File: config.mk
export PLATFORM = sky130hd
export DESIGN_NAME = jb_pa_switch_seq_flat
export DESIGN_NICKNAME = d
export VERILOG_FILES = /design/src/rtl/jb_pa_seq_pkg.sv /design/src/rtl/jb_ctrl_rf_control_if.sv /design/src/rtl/jb_pa_seq_timer.sv /design/src/rtl/jb_pa_switch_seq.sv /design/src/flat_wrapper.sv
export SDC_FILE = /design/constraint.sdc
export NUM_CORES = 1
export LEC_CHECK = 0
export ABC_AREA = 1
export BUFFER_PORTS_ARGS = -buffer_cell sky130_fd_sc_hd__buf_4
export CORE_UTILIZATION = 45
export CTS_CLUSTER_DIAMETER = 150
export CTS_CLUSTER_SIZE = 14
export DETAILED_ROUTE_END_ITERATION = 8
export MAX_ROUTING_LAYER = met4
export PLACE_DENSITY = 0.65
export SLEW_MARGIN = 20
export SYNTH_ARGS = -nofsm -noshare
export SYNTH_HDL_FRONTEND = slang
export SYNTH_SLANG_ARGS = --single-unit
File: constraint.sdc
create_clock -name clk -period 5.4 [get_ports clk]
set_input_delay 1.35 -clock clk [delete_from_list [all_inputs] [get_ports clk]]
set_output_delay 1.35 -clock clk [all_outputs]
set_load 0.01 [all_outputs]
File: src/rtl/jb_pa_seq_pkg.sv
// jb_pa_seq_pkg: shared types and constants for the PA switch sequencer.
// Holds the sequencer state encoding and the safe pin values.
package jb_pa_seq_pkg;

    localparam int PA_SEQ_DLY_W = 16;
    localparam int PA_SEQ_N_PA  = 6;

    typedef enum logic [1:0] {
        ST_RX        = 2'd0,
        ST_TX_SETTLE = 2'd1,
        ST_TX        = 2'd2,
        ST_RX_SETTLE = 2'd3
    } pa_seq_state_t;

    localparam logic [PA_SEQ_N_PA:1] PA_EN_OFF = '1;
    localparam logic [PA_SEQ_N_PA:1] PA_SW_RX  = '1;

endpackage

File: src/rtl/jb_ctrl_rf_control_if.sv
// jb_ctrl_rf_control_if: RF control register bundle from the ctrl regmap.
// The regmap drives it as master; the PA sequencer consumes it as slave.
interface jb_ctrl_rf_control_if;
    import jb_pa_seq_pkg::*;

    logic [PA_SEQ_DLY_W-1:0] ant_switch_delay;
    logic                    pa_switch_override;
    logic [PA_SEQ_N_PA:1]    pa_switch_en_n;
    logic [PA_SEQ_N_PA:1]    pa_switch_n;

    modport master (
        output ant_switch_delay,
        output pa_switch_override,
        output pa_switch_en_n,
        output pa_switch_n
    );

    modport slave (
        input ant_switch_delay,
        input pa_switch_override,
        input pa_switch_en_n,
        input pa_switch_n
    );

endinterface

File: src/rtl/jb_pa_seq_timer.sv
// jb_pa_seq_timer: loadable settle down-counter, load value max(d,1).
// done is high while the count sits at 1; the count never wraps.
module jb_pa_seq_timer
    import jb_pa_seq_pkg::*;
#(
    parameter int DLY_W = PA_SEQ_DLY_W
) (
    input  logic             clk,
    input  logic             rst_n,
    input  logic             load,
    input  logic             clear,
    input  logic [DLY_W-1:0] d,
    output logic             done
);

    logic [DLY_W-1:0] cnt;
    logic [DLY_W-1:0] ld_val;

    assign ld_val = (d == '0) ? DLY_W'(1) : d;
    assign done   = (cnt == DLY_W'(1));

    // Load on settle entry, count down to 1 and hold there.
    always_ff @(posedge clk or negedge rst_n) begin
        if (!rst_n) begin
            cnt <= '0;
        end else if (clear) begin
            cnt <= '0;
        end else if (load) begin
            cnt <= ld_val;
        end else if (cnt > DLY_W'(1)) begin
            cnt <= cnt - DLY_W'(1);
        end
    end

endmodule

File: src/rtl/jb_pa_switch_seq.sv
// jb_pa_switch_seq: break-before-make PA enable / T/R switch sequencer.
// Optional status outputs built when JB_PA_SEQ_STATUS_EN is defined.
module jb_pa_switch_seq
    import jb_pa_seq_pkg::*;
#(
    parameter int N_PA  = PA_SEQ_N_PA,
    parameter int DLY_W = PA_SEQ_DLY_W
) (
    input  logic                 clk,
    input  logic                 rst_n,
    jb_ctrl_rf_control_if.slave  rf_ctrl,
    input  logic                 tx_req,
    output logic [N_PA:1]        pa_en_n_o,
    output logic [N_PA:1]        pa_sw_n_o,
    output logic                 tx_active_o
`ifdef JB_PA_SEQ_STATUS_EN
    ,
    output logic [1:0]           seq_state_o,
    output logic [15:0]          abort_cnt_o
`endif
);

    pa_seq_state_t state;
    pa_seq_state_t nxt;

    logic            tx_q;
    logic            ovr_q;
    logic            ovr_hold;
    logic            load;
    logic            clr;
    logic            done;
    logic [N_PA:1]   act_live;
    logic [N_PA:1]   act_q;
    logic [N_PA:1]   act_nxt;
    logic [DLY_W-1:0] dly;

    assign act_live = N_PA'(~rf_ctrl.pa_switch_en_n);
    assign dly      = DLY_W'(rf_ctrl.ant_switch_delay);

    // Active-path mask is frozen once a sequence leaves RX.
    assign act_nxt  = (state == ST_RX) ? act_live : act_q;

    jb_pa_seq_timer #(
        .DLY_W (DLY_W)
    ) u_timer (
        .clk   (clk),
        .rst_n (rst_n),
        .load  (load),
        .clear (clr),
        .d     (dly),
        .done  (done)
    );

    // Register the request and override controls.
    always_ff @(posedge clk or negedge rst_n) begin
        if (!rst_n) begin
            tx_q     <= 1'b0;
            ovr_q    <= 1'b0;
            ovr_hold <= 1'b0;
        end else begin
            tx_q     <= tx_req;
            ovr_q    <= rf_ctrl.pa_switch_override;
            ovr_hold <= ovr_q;
        end
    end

    // Next state and settle timer control.
    always_comb begin
        nxt  = state;
        load = 1'b0;
        clr  = 1'b0;
        if (ovr_q || ovr_hold) begin
            nxt = ST_RX;
            clr = 1'b1;
        end else begin
            unique case (state)
                ST_RX: begin
                    if (tx_q) begin
                        nxt  = ST_TX_SETTLE;
                        load = 1'b1;
                    end
                end
                ST_TX_SETTLE: begin
                    if (!tx_q) begin
                        nxt  = ST_RX_SETTLE;
                        load = 1'b1;
                    end else if (done) begin
                        nxt = ST_TX;
                        clr = 1'b1;
                    end
                end
                ST_TX: begin
                    if (!tx_q) begin
                        nxt  = ST_RX_SETTLE;
                        load = 1'b1;
                    end
                end
                ST_RX_SETTLE: begin
                    if (tx_q) begin
                        nxt  = ST_TX_SETTLE;
                        load = 1'b1;
                    end else if (done) begin
                        nxt = ST_RX;
                        clr = 1'b1;
                    end
                end
                default: nxt = ST_RX;
            endcase
        end
    end

    // State register with pins derived from the next state.
    always_ff @(posedge clk or negedge rst_n) begin
        if (!rst_n) begin
            state       <= ST_RX;
            act_q       <= '0;
            pa_en_n_o   <= '1;
            pa_sw_n_o   <= '1;
            tx_active_o <= 1'b0;
        end else begin
            state <= nxt;
            act_q <= act_nxt;
            if (ovr_q) begin
                pa_en_n_o   <= N_PA'(rf_ctrl.pa_switch_en_n);
                pa_sw_n_o   <= N_PA'(rf_ctrl.pa_switch_n);
                tx_active_o <= 1'b0;
            end else begin
                pa_en_n_o   <= (nxt == ST_TX) ? ~act_nxt : '1;
                pa_sw_n_o   <= (nxt == ST_RX) ? '1 : ~act_nxt;
                tx_active_o <= (nxt == ST_TX);
            end
        end
    end

`ifdef JB_PA_SEQ_STATUS_EN
    assign seq_state_o = state;

    // Saturating count of aborted TX settles.
    always_ff @(posedge clk or negedge rst_n) begin
        if (!rst_n) begin
            abort_cnt_o <= '0;
        end else if (ovr_q) begin
            abort_cnt_o <= '0;
        end else if (state == ST_TX_SETTLE &&
                     nxt == ST_RX_SETTLE &&
                     abort_cnt_o != '1) begin
            abort_cnt_o <= abort_cnt_o + 16'd1;
        end
    end
`endif

endmodule
File: src/flat_wrapper.sv
// flat-port wrapper written by rule: the top's interface ports become plain ports
module jb_pa_switch_seq_flat import jb_pa_seq_pkg::*;
#(
    parameter int N_PA  = PA_SEQ_N_PA,
    parameter int DLY_W = PA_SEQ_DLY_W
)
  (clk, rst_n, tx_req, pa_en_n_o, pa_sw_n_o, tx_active_o, rf_ctrl_ant_switch_delay, rf_ctrl_pa_switch_override, rf_ctrl_pa_switch_en_n, rf_ctrl_pa_switch_n);
  jb_ctrl_rf_control_if rf_ctrl_i ();
  input  logic clk;
  input  logic rst_n;
  input  logic tx_req;
  output logic [N_PA:1] pa_en_n_o;
  output logic [N_PA:1] pa_sw_n_o;
  output logic tx_active_o;
  input wire logic [$bits(rf_ctrl_i.ant_switch_delay)-1:0] rf_ctrl_ant_switch_delay;
  input wire logic [$bits(rf_ctrl_i.pa_switch_override)-1:0] rf_ctrl_pa_switch_override;
  input wire logic [$bits(rf_ctrl_i.pa_switch_en_n)-1:0] rf_ctrl_pa_switch_en_n;
  input wire logic [$bits(rf_ctrl_i.pa_switch_n)-1:0] rf_ctrl_pa_switch_n;
  assign rf_ctrl_i.ant_switch_delay = rf_ctrl_ant_switch_delay;
  assign rf_ctrl_i.pa_switch_override = rf_ctrl_pa_switch_override;
  assign rf_ctrl_i.pa_switch_en_n = rf_ctrl_pa_switch_en_n;
  assign rf_ctrl_i.pa_switch_n = rf_ctrl_pa_switch_n;
  jb_pa_switch_seq #(.N_PA(N_PA), .DLY_W(DLY_W)) u_core (.clk(clk), .rst_n(rst_n), .rf_ctrl(rf_ctrl_i), .tx_req(tx_req), .pa_en_n_o(pa_en_n_o), .pa_sw_n_o(pa_sw_n_o), .tx_active_o(tx_active_o));
endmodule
==> reports/qor.txt <==
status = completed
CP max stage delay = 0.41 ns
Leak = 0.00129 uW
CP arrival = 2.50 ns
post-route setup slack = 3.07 ns
worst-skew pair later-pin latency = 0.30 ns
Slew Limit Fails = 0
GPL Wtd Cong = 0.875
M2 GR Usage = 0.343
first-pass GRT wire length = 7.63 mm
CP max stage cell = dfrtp_1
DR DRC count = 0
Unique masters post-synth = 31
sequential area share after synthesis = 0.462
number of vias per cell = 4.89
largest net degree at the start of global routing = 41
Top delay family on crit path = simple AND/OR/NAND/NOR gates
# H-tree levels = 2
Max-cap violations = 0
Hold Startpoint = u_core.ovr_q$_DFF_PN0_
Reg2Reg Setup Slack = 3.07 ns
Post-Syn Nets = 299
nets = 345
Pwr Density = 304 mW/mm^2
Clk Tree Root Cell = clkbuf_8
layout cell share with drive strength beyond 1 = 0.344
DIE HEIGHT = 71.9 um
RSZ-0062 raised after global routing = no
RR Startpoint = u_core.state[0]$_DFF_PN0_
die area = 0.00517 sq mm
initial antenna violation count = 0
postcts setup bufs = 0
sequence of cells on the critical path = inv_1, ha_1, xor2_1, nand2_2, nand2_1, nor3_2, nor2_2, inv_2, o22ai_1
CTS Hold Bufs = 0
Final period util = 0.431
total global routing overflow = 0
Max VDD drop = 0.000173 V
DP Area = 0.00259 sq mm
initial core utilization = 0.465
Worst slew margin = 0.662
worst min-delay path class = reg2reg
post-route cell area = 0.00270 sq mm
final clock skew = 0.0121 ns
area growth from synthesis to layout = 22.9%
drt total wl = 4.56 mm
hpwl dp = 3.31 mm
post-synthesis cell count = 261
Critical Path RT = 5.57 ns
Critical Path End Type = register
die width = 71.9 um
Vias = 1832
Worst-Margin Slew = 0.507 ns
num rows = 25
initial DRC count = 104
number of global-route vias before repair = 1793
Post-Place Setup Slack = 3.00 ns
crit path max fanout = 28
post-cts sizing count = 0
IO buf count = 44
Post-synth ARST share = 1.00
Total Routing Usage GR = 0.200
Clk pin slew, worst setup/hold paths = 0.09 ns
WP buf/inv = 2
clk buf depth = 2
Tmin final = 2.33 ns
Antenna Cells = 0
core area = 0.00472 sq mm
CP Class = reg2reg
Pre-antenna DRT Iters = 4
CTS tree = yes
cell area after synthesis = 0.00220 sq mm
post-route ant nets = 0
final hold vios = 0
Sum Neg Setup Slack = 0 ns
yosys warns = 0
startpoint class of the critical path = register
Primary FF master, synth = dfrtp_1
CTS Buf Count = 5
Boundary Pins = 45
GR Util met1 = 0.231
met3 Resource Use GR = 0.0444
routed len/inst = 12.1 um
Max Clock Freq = 430 MHz
busiest metal layer after global routing = met2
Final setup viols = 0
Clock Sinks = 40
Post-synth EDFFs = 0
Synth Register Bits = 40
syn_area_per_cell = 8.42 sq um
Setup crit start = u_core.state[0]$_DFF_PN0_
[flip-flops by register name, summed over array words and instances, names as in the netlist]
name                count
u_core.act_q            6
u_core.pa_en_n_o        6
u_core.pa_sw_n_o        6
u_core.tx_q             1
u_core.u_timer.cnt     16
u_core.state            2
u_core.tx_active_o      1
u_core.ovr_hold         1
u_core.ovr_q            1
[power breakdown]
group	internal [uW]	total (uW)	switching, uW
clock network	139	253	114
registers	329	348	18.9
logic	90.3	220	130
total	558	820	262
[cell usage after synthesis, drive strengths merged, types with 3 or more instances]
master | n | area [sq um]
nand3 | 13 | 75.1
nand2 | 56 | 248
xor2 | 5 | 43.8
ha | 6 | 75.1
o22ai | 3 | 25.0
nor2 | 46 | 235
nor3 | 5 | 30.0
inv | 27 | 101
o21ai | 24 | 120
nor4 | 3 | 18.8
a21oi | 14 | 81.3
dfstp | 12 | 315
or2 | 7 | 43.8
clkbuf | 4 | 15.0
dfrtp | 28 | 701
[stage by stage]
stage | util | cells | power [uW] | hold slack, ns
floorplan | - | 261 | 512 | 0.396
global placement | 0.548 | 367 | 572 | 0.422
detailed placement | 0.548 | 367 | 575 | 0.421
CTS | 0.572 | 375 | 833 | 0.438
global route | 0.572 | 375 | 873 | 0.460
finish | 0.572 | 375 | 820 | 0.431
[placed cells by master, fill, tap and decap left out, types with 7 or more instances in the layout]
master,instances
nand2_1,47
nand3_1,11
nor2_2,16
buf_4,44
o21ai_0,24
nor2_1,27
dfstp_2,12
dfrtp_1,28
or2_2,7
a21oi_1,13
inv_1,26
[metal layers]
metal,vias to the layer above,part of all wire
met2,44,0.52
met3,6,0.040
met4,0,0.013
met1,853,0.43
met5,-,0
li1,929,-
[area by class of cell]
cell class / count / area, sq um
clock buffers: 5 / 68.8
clock inverters: 3 / 47.5
fillers: 450 / 2020
inverters: 27 / 101
multi-input cells: 189 / 1050
flip-flops and latches: 40 / 1020
well taps: 67 / 83.8
repair buffers: 44 / 330
[path summary, 6_finish.rpt]
kind | to | cells after the start
worst max-delay path | u_core.u_timer.cnt[0]$_DFFE_PN0P_ | 9
worst min-delay path | u_core.ovr_hold$_DFF_PN0_ | 0
worst max register to register | u_core.u_timer.cnt[0]$_DFFE_PN0P_ | 9
worst min register to register | u_core.ovr_hold$_DFF_PN0_ | 0
max in group asynchronous | u_core.pa_sw_n_o[6]$_DFF_PN1_ | 1
min in group asynchronous | u_core.u_timer.cnt[12]$_DFFE_PN0P_ | 1
[kinds of logic after synthesis]
family                     after synthesis  share of synthesized area
buffers and inverters                   32                     0.0580
AOI/OAI and AO/OA                       44                      0.113
and+or+nand+nor                        132                      0.304
DFF                                     40                      0.462
xor gates and xnor gates                 7                     0.0279
adders and majority gates                6                     0.0341
Power figures use the tool's default switching activity.
